--- src/rtl/attex_bus_pkg.sv ---
// attex_bus_pkg
// Shared definitions for the CD-i CPU-side bus controller:
//   - bus_state_e : access sequencer states
//   - counter widths for wait states, ext-ack timeout and IRQ cooldown
//   - field_get() : pulls field idx of a given width out of a packed
//                   parameter vector (base/mask/wait tables)
package attex_bus_pkg;

  typedef enum logic [1:0] {
    ST_IDLE = 2'd0,
    ST_WAIT = 2'd1,
    ST_EXT  = 2'd2,
    ST_DONE = 2'd3
  } bus_state_e;

  localparam int WAIT_CNT_W = 4;
  localparam int TMO_CNT_W  = 8;
  localparam int CD_CNT_W   = 8;

  // Packed parameter vectors are widened to this before extraction so a
  // single function serves every table regardless of its real width.
  localparam int PACK_W = 1024;

  function automatic logic [31:0] field_get(input logic [PACK_W-1:0] vec,
                                            input int idx,
                                            input int width);
    logic [PACK_W-1:0] shifted;
    shifted = vec >> (idx * width);
    return shifted[31:0] & ((32'd1 << width) - 32'd1);
  endfunction

endpackage

--- src/rtl/attex_bus_ctrl_decode.sv ---
// attex_addr_decode
// Combinational region decoder. Region i hits when
// (addr & mask_i) == (base_i & mask_i); the lowest-index hit wins.
// Ports:
//   addr : CPU word address
//   as   : address strobe, qualifies the chip selects only
//   cs   : one-hot chip selects (all zero when as is low or nothing hits)
//   sel  : index of the winning region (0 when nothing hits)
//   hit  : at least one region matches addr (independent of as)
module attex_addr_decode
  import attex_bus_pkg::*;
#(
  parameter int                         NUM_CS  = 5,
  parameter int                         ADDR_W  = 23,
  parameter int                         SEL_W   = (NUM_CS > 1) ? $clog2(NUM_CS) : 1,
  parameter logic [NUM_CS*ADDR_W-1:0]   CS_BASE = '0,
  parameter logic [NUM_CS*ADDR_W-1:0]   CS_MASK = '0
) (
  input  logic [ADDR_W-1:0] addr,
  input  logic              as,
  output logic [NUM_CS-1:0] cs,
  output logic [SEL_W-1:0]  sel,
  output logic              hit
);

  logic [NUM_CS-1:0] hit_v;

  for (genvar gi = 0; gi < NUM_CS; gi++) begin : g_cmp
    localparam logic [ADDR_W-1:0] BASE = ADDR_W'(field_get(PACK_W'(CS_BASE), gi, ADDR_W));
    localparam logic [ADDR_W-1:0] MASK = ADDR_W'(field_get(PACK_W'(CS_MASK), gi, ADDR_W));
    assign hit_v[gi] = ((addr & MASK) == (BASE & MASK));
  end

  // Ascending scan; once hit is set, later (higher-index) matches are ignored.
  always_comb begin
    cs  = '0;
    sel = '0;
    hit = 1'b0;
    for (int i = 0; i < NUM_CS; i++) begin
      if (hit_v[i] && !hit) begin
        hit   = 1'b1;
        sel   = SEL_W'(i);
        cs[i] = as;
      end
    end
  end

endmodule

--- src/rtl/attex_bus_ctrl.sv ---
// attex_bus_ctrl
// CPU-side bus controller: address decode, per-region wait-state or
// external-acknowledge termination, bus error for unmapped / timed-out
// accesses, registered read-data return and a maskable access-interrupt
// cooldown pulse.
// Ports:
//   clk, reset_n      : clock, async active-low reset
//   as, uds, lds      : CPU strobes; an access is live while as && (uds || lds)
//   write_strobe      : CPU write qualifier, not needed by the controller
//   addr              : CPU word address
//   cs                : one-hot combinational chip selects
//   slv_rdata         : packed per-region read data
//   ext_ack           : per-region external acknowledge levels
//   data_in           : read data captured on the acknowledging edge
//   bus_ack, bus_err  : one-cycle termination pulses (mutually exclusive)
//   slave_irq         : one-cycle access-interrupt pulse after cooldown
//
// state | meaning
// IDLE  | no access in progress, waiting for strobe
// WAIT  | counting region wait states
// EXT   | waiting for an ext_ack rising edge or the timeout
// DONE  | access terminated, waiting for strobe to drop
module attex_bus_ctrl
  import attex_bus_pkg::*;
#(
  parameter int                        NUM_CS       = 5,
  parameter int                        ADDR_W       = 23,
  parameter int                        DATA_W       = 16,
  parameter logic [NUM_CS*ADDR_W-1:0]  CS_BASE      = '0,
  parameter logic [NUM_CS*ADDR_W-1:0]  CS_MASK      = '0,
  parameter logic [NUM_CS*4-1:0]       CS_WAIT      = '0,
  parameter logic [NUM_CS-1:0]         CS_EXT_ACK   = '0,
  parameter logic [NUM_CS-1:0]         IRQ_MASK     = '0,
  parameter logic [7:0]                IRQ_COOLDOWN = 8'd20,
  parameter logic [7:0]                TIMEOUT      = 8'd255
) (
  input  logic                     clk,
  input  logic                     reset_n,
  input  logic                     as,
  input  logic                     uds,
  input  logic                     lds,
  input  logic                     write_strobe,
  input  logic [ADDR_W-1:0]        addr,
  output logic [NUM_CS-1:0]        cs,
  input  logic [NUM_CS*DATA_W-1:0] slv_rdata,
  input  logic [NUM_CS-1:0]        ext_ack,
  output logic [DATA_W-1:0]        data_in,
  output logic                     bus_ack,
  output logic                     bus_err,
  output logic                     slave_irq
);

  localparam int SEL_W = (NUM_CS > 1) ? $clog2(NUM_CS) : 1;
  // Per-region tables are padded to a power of two so any sel value indexes
  // a defined entry.
  localparam int NSEL  = 1 << SEL_W;

  logic unused_write_strobe;
  assign unused_write_strobe = write_strobe;

  logic             strobe;
  logic [SEL_W-1:0] dec_sel;
  logic             dec_hit;

  assign strobe = as && (uds || lds);

  attex_addr_decode #(
    .NUM_CS  (NUM_CS),
    .ADDR_W  (ADDR_W),
    .SEL_W   (SEL_W),
    .CS_BASE (CS_BASE),
    .CS_MASK (CS_MASK)
  ) u_decode (
    .addr (addr),
    .as   (as),
    .cs   (cs),
    .sel  (dec_sel),
    .hit  (dec_hit)
  );

  logic [WAIT_CNT_W-1:0] wait_tbl  [NSEL];
  logic [DATA_W-1:0]     rdata_tbl [NSEL];
  logic [NSEL-1:0]       ext_en;
  logic [NSEL-1:0]       irq_en;

  for (genvar gi = 0; gi < NSEL; gi++) begin : g_tbl
    if (gi < NUM_CS) begin : g_used
      assign wait_tbl[gi]  = WAIT_CNT_W'(field_get(PACK_W'(CS_WAIT), gi, WAIT_CNT_W));
      assign rdata_tbl[gi] = slv_rdata[gi*DATA_W +: DATA_W];
    end else begin : g_pad
      assign wait_tbl[gi]  = '0;
      assign rdata_tbl[gi] = '0;
    end
  end

  assign ext_en = NSEL'(CS_EXT_ACK);
  assign irq_en = NSEL'(IRQ_MASK);

  bus_state_e            state_q, state_d;
  logic [SEL_W-1:0]      sel_q, sel_d;
  logic                  hit_q, hit_d;
  logic [WAIT_CNT_W-1:0] wait_q, wait_d;
  logic [TMO_CNT_W-1:0]  tmo_q, tmo_d;
  logic [CD_CNT_W-1:0]   cd_q, cd_d;
  logic [NUM_CS-1:0]     ext_ack_q, ext_ack_d;
  logic [DATA_W-1:0]     data_q, data_d;
  logic                  ack_q, ack_d;
  logic                  err_q, err_d;
  logic                  irq_q, irq_d;

  logic [NSEL-1:0]       ext_now_x;
  logic [NSEL-1:0]       ext_prev_x;
  logic                  ext_edge;
  logic                  irq_start;

  assign ext_now_x  = NSEL'(ext_ack);
  assign ext_prev_x = NSEL'(ext_ack_q);
  // Only a low-to-high transition on the latched region counts; a level that
  // was already high when the access started never terminates it.
  assign ext_edge   = hit_q && ext_now_x[sel_q] && !ext_prev_x[sel_q];

  assign irq_start  = (state_q == ST_IDLE) && strobe && dec_hit && irq_en[dec_sel];

  always_comb begin
    state_d   = state_q;
    sel_d     = sel_q;
    hit_d     = hit_q;
    wait_d    = wait_q;
    tmo_d     = tmo_q;
    data_d    = data_q;
    ack_d     = 1'b0;
    err_d     = 1'b0;
    ext_ack_d = ext_ack;

    case (state_q)
      ST_IDLE: begin
        if (strobe) begin
          sel_d = dec_sel;
          hit_d = dec_hit;
          if (!dec_hit) begin
            state_d = ST_DONE;
            err_d   = 1'b1;
          end else if (ext_en[dec_sel]) begin
            state_d = ST_EXT;
            tmo_d   = TIMEOUT;
          end else if (wait_tbl[dec_sel] == '0) begin
            state_d = ST_DONE;
            ack_d   = 1'b1;
            data_d  = rdata_tbl[dec_sel];
          end else begin
            state_d = ST_WAIT;
            wait_d  = wait_tbl[dec_sel];
          end
        end
      end
      ST_WAIT: begin
        if (!strobe) begin
          state_d = ST_IDLE;
        end else begin
          wait_d = wait_q - WAIT_CNT_W'(1);
          if (wait_q == WAIT_CNT_W'(1)) begin
            state_d = ST_DONE;
            ack_d   = 1'b1;
            data_d  = rdata_tbl[sel_q];
          end
        end
      end
      ST_EXT: begin
        if (!strobe) begin
          state_d = ST_IDLE;
        end else if (ext_edge) begin
          state_d = ST_DONE;
          ack_d   = 1'b1;
          data_d  = rdata_tbl[sel_q];
        end else begin
          tmo_d = tmo_q - TMO_CNT_W'(1);
          if (tmo_q == TMO_CNT_W'(1)) begin
            state_d = ST_DONE;
            err_d   = 1'b1;
          end
        end
      end
      ST_DONE: begin
        if (!strobe) begin
          state_d = ST_IDLE;
        end
      end
      default: begin
        state_d = ST_IDLE;
      end
    endcase
  end

  // Cooldown: a new armed access reloads, so back-to-back accesses inside the
  // window collapse into one pulse. A reload value of 0 never reaches 1.
  always_comb begin
    cd_d  = cd_q;
    irq_d = (cd_q == CD_CNT_W'(1));
    if (irq_start) begin
      cd_d = IRQ_COOLDOWN;
    end else if (cd_q != '0) begin
      cd_d = cd_q - CD_CNT_W'(1);
    end
  end

  always_ff @(posedge clk or negedge reset_n) begin
    if (!reset_n) begin
      state_q   <= ST_IDLE;
      sel_q     <= '0;
      hit_q     <= 1'b0;
      wait_q    <= '0;
      tmo_q     <= '0;
      cd_q      <= '0;
      ext_ack_q <= '0;
      data_q    <= '0;
      ack_q     <= 1'b0;
      err_q     <= 1'b0;
      irq_q     <= 1'b0;
    end else begin
      state_q   <= state_d;
      sel_q     <= sel_d;
      hit_q     <= hit_d;
      wait_q    <= wait_d;
      tmo_q     <= tmo_d;
      cd_q      <= cd_d;
      ext_ack_q <= ext_ack_d;
      data_q    <= data_d;
      ack_q     <= ack_d;
      err_q     <= err_d;
      irq_q     <= irq_d;
    end
  end

  assign data_in   = data_q;
  assign bus_ack   = ack_q;
  assign bus_err   = err_q;
  assign slave_irq = irq_q;

endmodule

--- config.mk ---
export PLATFORM = sky130hd
export DESIGN_NAME = attex_bus_ctrl
export DESIGN_NICKNAME = d
export VERILOG_FILES = /design/src/rtl/attex_bus_pkg.sv /design/src/rtl/attex_bus_ctrl_decode.sv /design/src/rtl/attex_bus_ctrl.sv
export SDC_FILE = /design/constraint.sdc
export NUM_CORES = 1
export LEC_CHECK = 0
export ABC_AREA = 1
export BUFFER_PORTS_ARGS = -buffer_cell sky130_fd_sc_hd__buf_2
export CAP_MARGIN = 0
export CORE_UTILIZATION = 30
export CTS_BUF_LIST = sky130_fd_sc_hd__clkbuf_8
export DETAILED_ROUTE_END_ITERATION = 10
export HOLD_SLACK_MARGIN = 0.12
export PLACE_DENSITY = 0.74
export SETUP_SLACK_MARGIN = 0.15
export SYNTH_ARGS = -nofsm -noshare
export SYNTH_HDL_FRONTEND = slang
export SYNTH_SLANG_ARGS = --single-unit
--- constraint.sdc ---
create_clock -name clk -period 1.25 [get_ports clk]
set_input_delay 0.1875 -clock clk [delete_from_list [all_inputs] [get_ports clk]]
set_output_delay 0.1875 -clock clk [all_outputs]
set_load 0.005 [all_outputs]
==> key figures <==
Detailed routing
  • Routed via count divided by cell count: approximately 4.4
  • Overall routed net length: around 2.6 mm
  • ANT nets after route: 0
  • Wire length per cell after detailed routing: ~12 um
  • Iteration-0 DRC count of the detailed router: 21
  • DRC viols: 0
  • Number of vias in the routed layout: just over 900
  • Detailed-routing iteration count for the pre-antenna-repair pass: 3

Layout
  • Fraction of final layout cells sized beyond drive strength 1: 60.2%
  • Filler cell count in the final layout: approximately 370
  • Nets: approximately 280
  • Post-layout utilization of the core: around 44%
  • Area added between synthesis and finish: 37.1%
  • Diodes inserted: 0

Global route
  • Largest net degree at the start of global routing: 28
  • Vias in the first global route: approximately 870
  • Aggregate global routing overflow: 0
  • First-pass GRT wire length: 3.95 mm
  • Combined global-route utilization of all metal layers: 11.8%
  • Number of antenna violations at the first check in global routing: 0

Logic synthesis
  • Most instantiated library cell after synthesis: sky130_fd_sc_hd__dfrtp_1
  • Combinational family with the most area after synthesis: multiplexers
  • Seq cells post-synth: 27
  • Mean post-synth cell area: between 10 and 15 um2
  • Netlist cell types: 24
  • Top area cells in the synthesized netlist: sky130_fd_sc_hd__dfrtp_1 (52%), sky130_fd_sc_hd__mux2_4 (12%), sky130_fd_sc_hd__mux2_2 (5.2%), sky130_fd_sc_hd__nand2_1 (4.7%), sky130_fd_sc_hd__buf_4 (3.5%)
  • Synth Area in Simple Gates: approximately 15%
  • Synth Warn #: 0
  • Count of flip-flops with a built-in enable after synthesis: 0
  • Sequential element share of the synthesized area: between 50% and 60%
  • Synth top cells by count: sky130_fd_sc_hd__dfrtp_1 (27), sky130_fd_sc_hd__nand2_1 (16), sky130_fd_sc_hd__inv_1 (10), sky130_fd_sc_hd__mux2_4 (10)
  • Arithmetic-cell share of the synthesized area counting full adders, half adders and majority gates: approximately 3%
  • Area share of the largest cell type after synthesis: approximately 52%
  • Xor-xnor portion of the synthesized cell area: 0.680%
  • Predominant post-synthesis flop cell: sky130_fd_sc_hd__dfrtp_1
  • Yosys top cell by area: sky130_fd_sc_hd__dfrtp_1
  • Synth async-reset ratio: between 90% and 100%
  • Cell count after synthesis: 109
  • Total standard cell area after synthesis: 1290 um2
  • Share of cell area taken by muxes after synthesis: between 15 and 20%
  • Share of the synthesized area in compound gates (AO/OA/AOI/OAI): under 10%

Critical path
  • Slowest CP cell: sky130_fd_sc_hd__dfrtp_1
  • Count of cells along the worst register-to-register path: 4
  • Max FO, Critical Path: 9
  • Data arrival time of the worst path: around 1.4 ns
  • Type of destination of the critical path: flip-flop
  • Critical path startpoint category: flip-flop
  • First element of the critical path: state_q[0]
  • Cell chain of the critical path: inv_2, ha_4, buf_12, mux2_2
  • Critical path capture point: data_in[15]
  • Delay of the slowest cell on the worst path: about 0.40 ns
  • Setup Crit Path Kind: reg -> reg
  • Endpoint required time on the critical path: 1.42 ns
  • Reg2reg setup slack: approximately 0.013 ns
  • Worst reg2reg path startpoint: state_q[0]
  • Critical R2R Capture: data_in[15]

Clock network
  • Number of clock buffers inserted by TritonCTS: 3
  • Number of clock sinks: 27
  • Clock root buffer master: sky130_fd_sc_hd__clkbuf_8
  • Post-CTS clock slew at the launch and capture registers of the worst setup and hold paths: around 0.09 ns
  • Maximum clock insertion buffer count: 2
  • Depth of the CTS H-tree: 1
  • Insertion delay to the later sink of the worst-skew pair: about 0.28 ns
  • Clock tree from TritonCTS: built

Placement
  • HPWL Detailed: about 1.6 mm
  • Count of port buffers added during placement: 39
  • Final weighted congestion in routability-driven placement: about 0.75
  • Dpl ws: -0.00476 ns

STA
  • Peak Freq: 808 MHz
  • Post-route clock skew: about 0.003 ns
  • Part of the cycle the worst path needs: 99.0%
  • Final critical-path setup slack: about 0.013 ns
  • Hold Fails Final Rpt: 0
  • Final number of setup-violating endpoints: 0
  • Max Transition Viols Final: 0
  • Unrepaired setup endpoints after global routing: yes
  • Min Tclk post-route: 1.24 ns

Die
  • Core outline area: a little over 4000 um2
  • Number of standard-cell rows in the floorplan: 23
  • I/O pin count: between 100 and 150
  • Y dimension of the die: a little under 70 um
  • Starting utilization of the core area: 31.7%
  • Chip Width: 67.5 um
  • Area of the die: between 4000 and 5000 um2

Outcome
  • Outcome: completed

Min path
  • Worst hold-check path type: in -> reg

Power and ir drop
  • Max rail drop VDD: about 1100 uV
  • Power Dens Cells: 1610 nW/um2
  • Static leakage: around 0.91 nW

Flow run
  • Max-cap violation count: 0
[critical path: cells and delay by family, from the launching register on]
kind	cells	cell delay, ns
muxes	1	0.33
adders and majority gates	1	0.17
buffers and inverters	2	0.21
DFF	1	0.40
[what timing repair did]
item                                    4_1_cts  5_1_grt
pin swaps                                     1       11
endpoints found under the hold margin        27        0
resized for setup                             5       19
buffers inserted                              3        5
gates cloned                                  1        0
endpoints found under the setup margin       23       22
hold buffers                                  1        0
[state kept, by name, indices dropped and copies added, names as in the netlist]
signal / count
data_in: 16
bus_ack: 1
state_q: 1
slave_irq: 1
cd_q: 8
[cell type report]
| cell class | count | area, um2 | area share [%] |
|---|---|---|---|
| clock inverter | 1 | 7.51 | 0.425 |
| sequential | 27 | 676 | 38.3 |
| tap | 50 | 62.6 | 3.54 |
| clock buffer | 3 | 41.3 | 2.34 |
| timing repair buffer | 52 | 332 | 18.8 |
| multi-input combinational | 66 | 599 | 33.9 |
| inverter | 12 | 47.5 | 2.69 |
[through the flow]
stage          instances  hold WS (ns)  power (mW)  TNS [ns]  cell area, um2
2_1_floorplan        113        -0.108        1.87    -0.190            1320
3_3_place_gp         197         0.203        2.23   -0.0126            1540
3_5_place_dp         197         0.202        2.26   -0.0146            1540
4_1_cts              206         0.128        2.89         0            1660
5_1_grt              211         0.123        3.04    -0.102            1770
6_report             211         0.133        2.85         0            1770
[logic make-up after synthesis]
kind of cell,count (synthesis)
other,1
AOI/OAI and AO/OA,8
adders and majority gates,3
buffers and inverters,20
muxes,16
and+or+nand+nor,33
xor gates and xnor gates,1
DFF,27
[report_power, final]
part           switching (mW)  internal (mW)
Clock                   0.282          0.227
Sequential              0.146           1.16
Combinational           0.344          0.689
Total                   0.772           2.08
[worst min path at each step]
stage | startpoint | end | slack (ns) | depth (start not counted)
after floorplan | reset_n | bus_ack | -0.11 | 0
after global placement | reset_n | data_in[0] | 0.20 | 2
after detailed placement | reset_n | data_in[4] | 0.20 | 2
after CTS | slv_rdata[0] | data_in[0] | 0.13 | 2
after global routing | slv_rdata[7] | data_in[7] | 0.12 | 2
final | slv_rdata[6] | data_in[6] | 0.13 | 2
[cell usage in the layout, fill, tap and decap left out, drive strengths merged]
cell,count
nand4,1
or2,1
o21ai,3
xnor2,1
inv,12
nand2,17
clkinvlp,1
nand3,5
conb,5
dlygate4sd3,1
a21oi,4
buf,51
clkbuf,3
mux2,16
ha,3
nor2,9
dfrtp,27
o21a,1
[routing by layer]
metal / global-route usage, % / vias up / part of all wire, %
met5: 0 / - / 0
met4: 3.19 / 0 / 1.1
met3: 3.72 / 5 / 7.2
met2: 19.8 / 44 / 50
met1: 14.3 / 434 / 42
li1: - / 444 / -
Power figures use the tool's default switching activity.
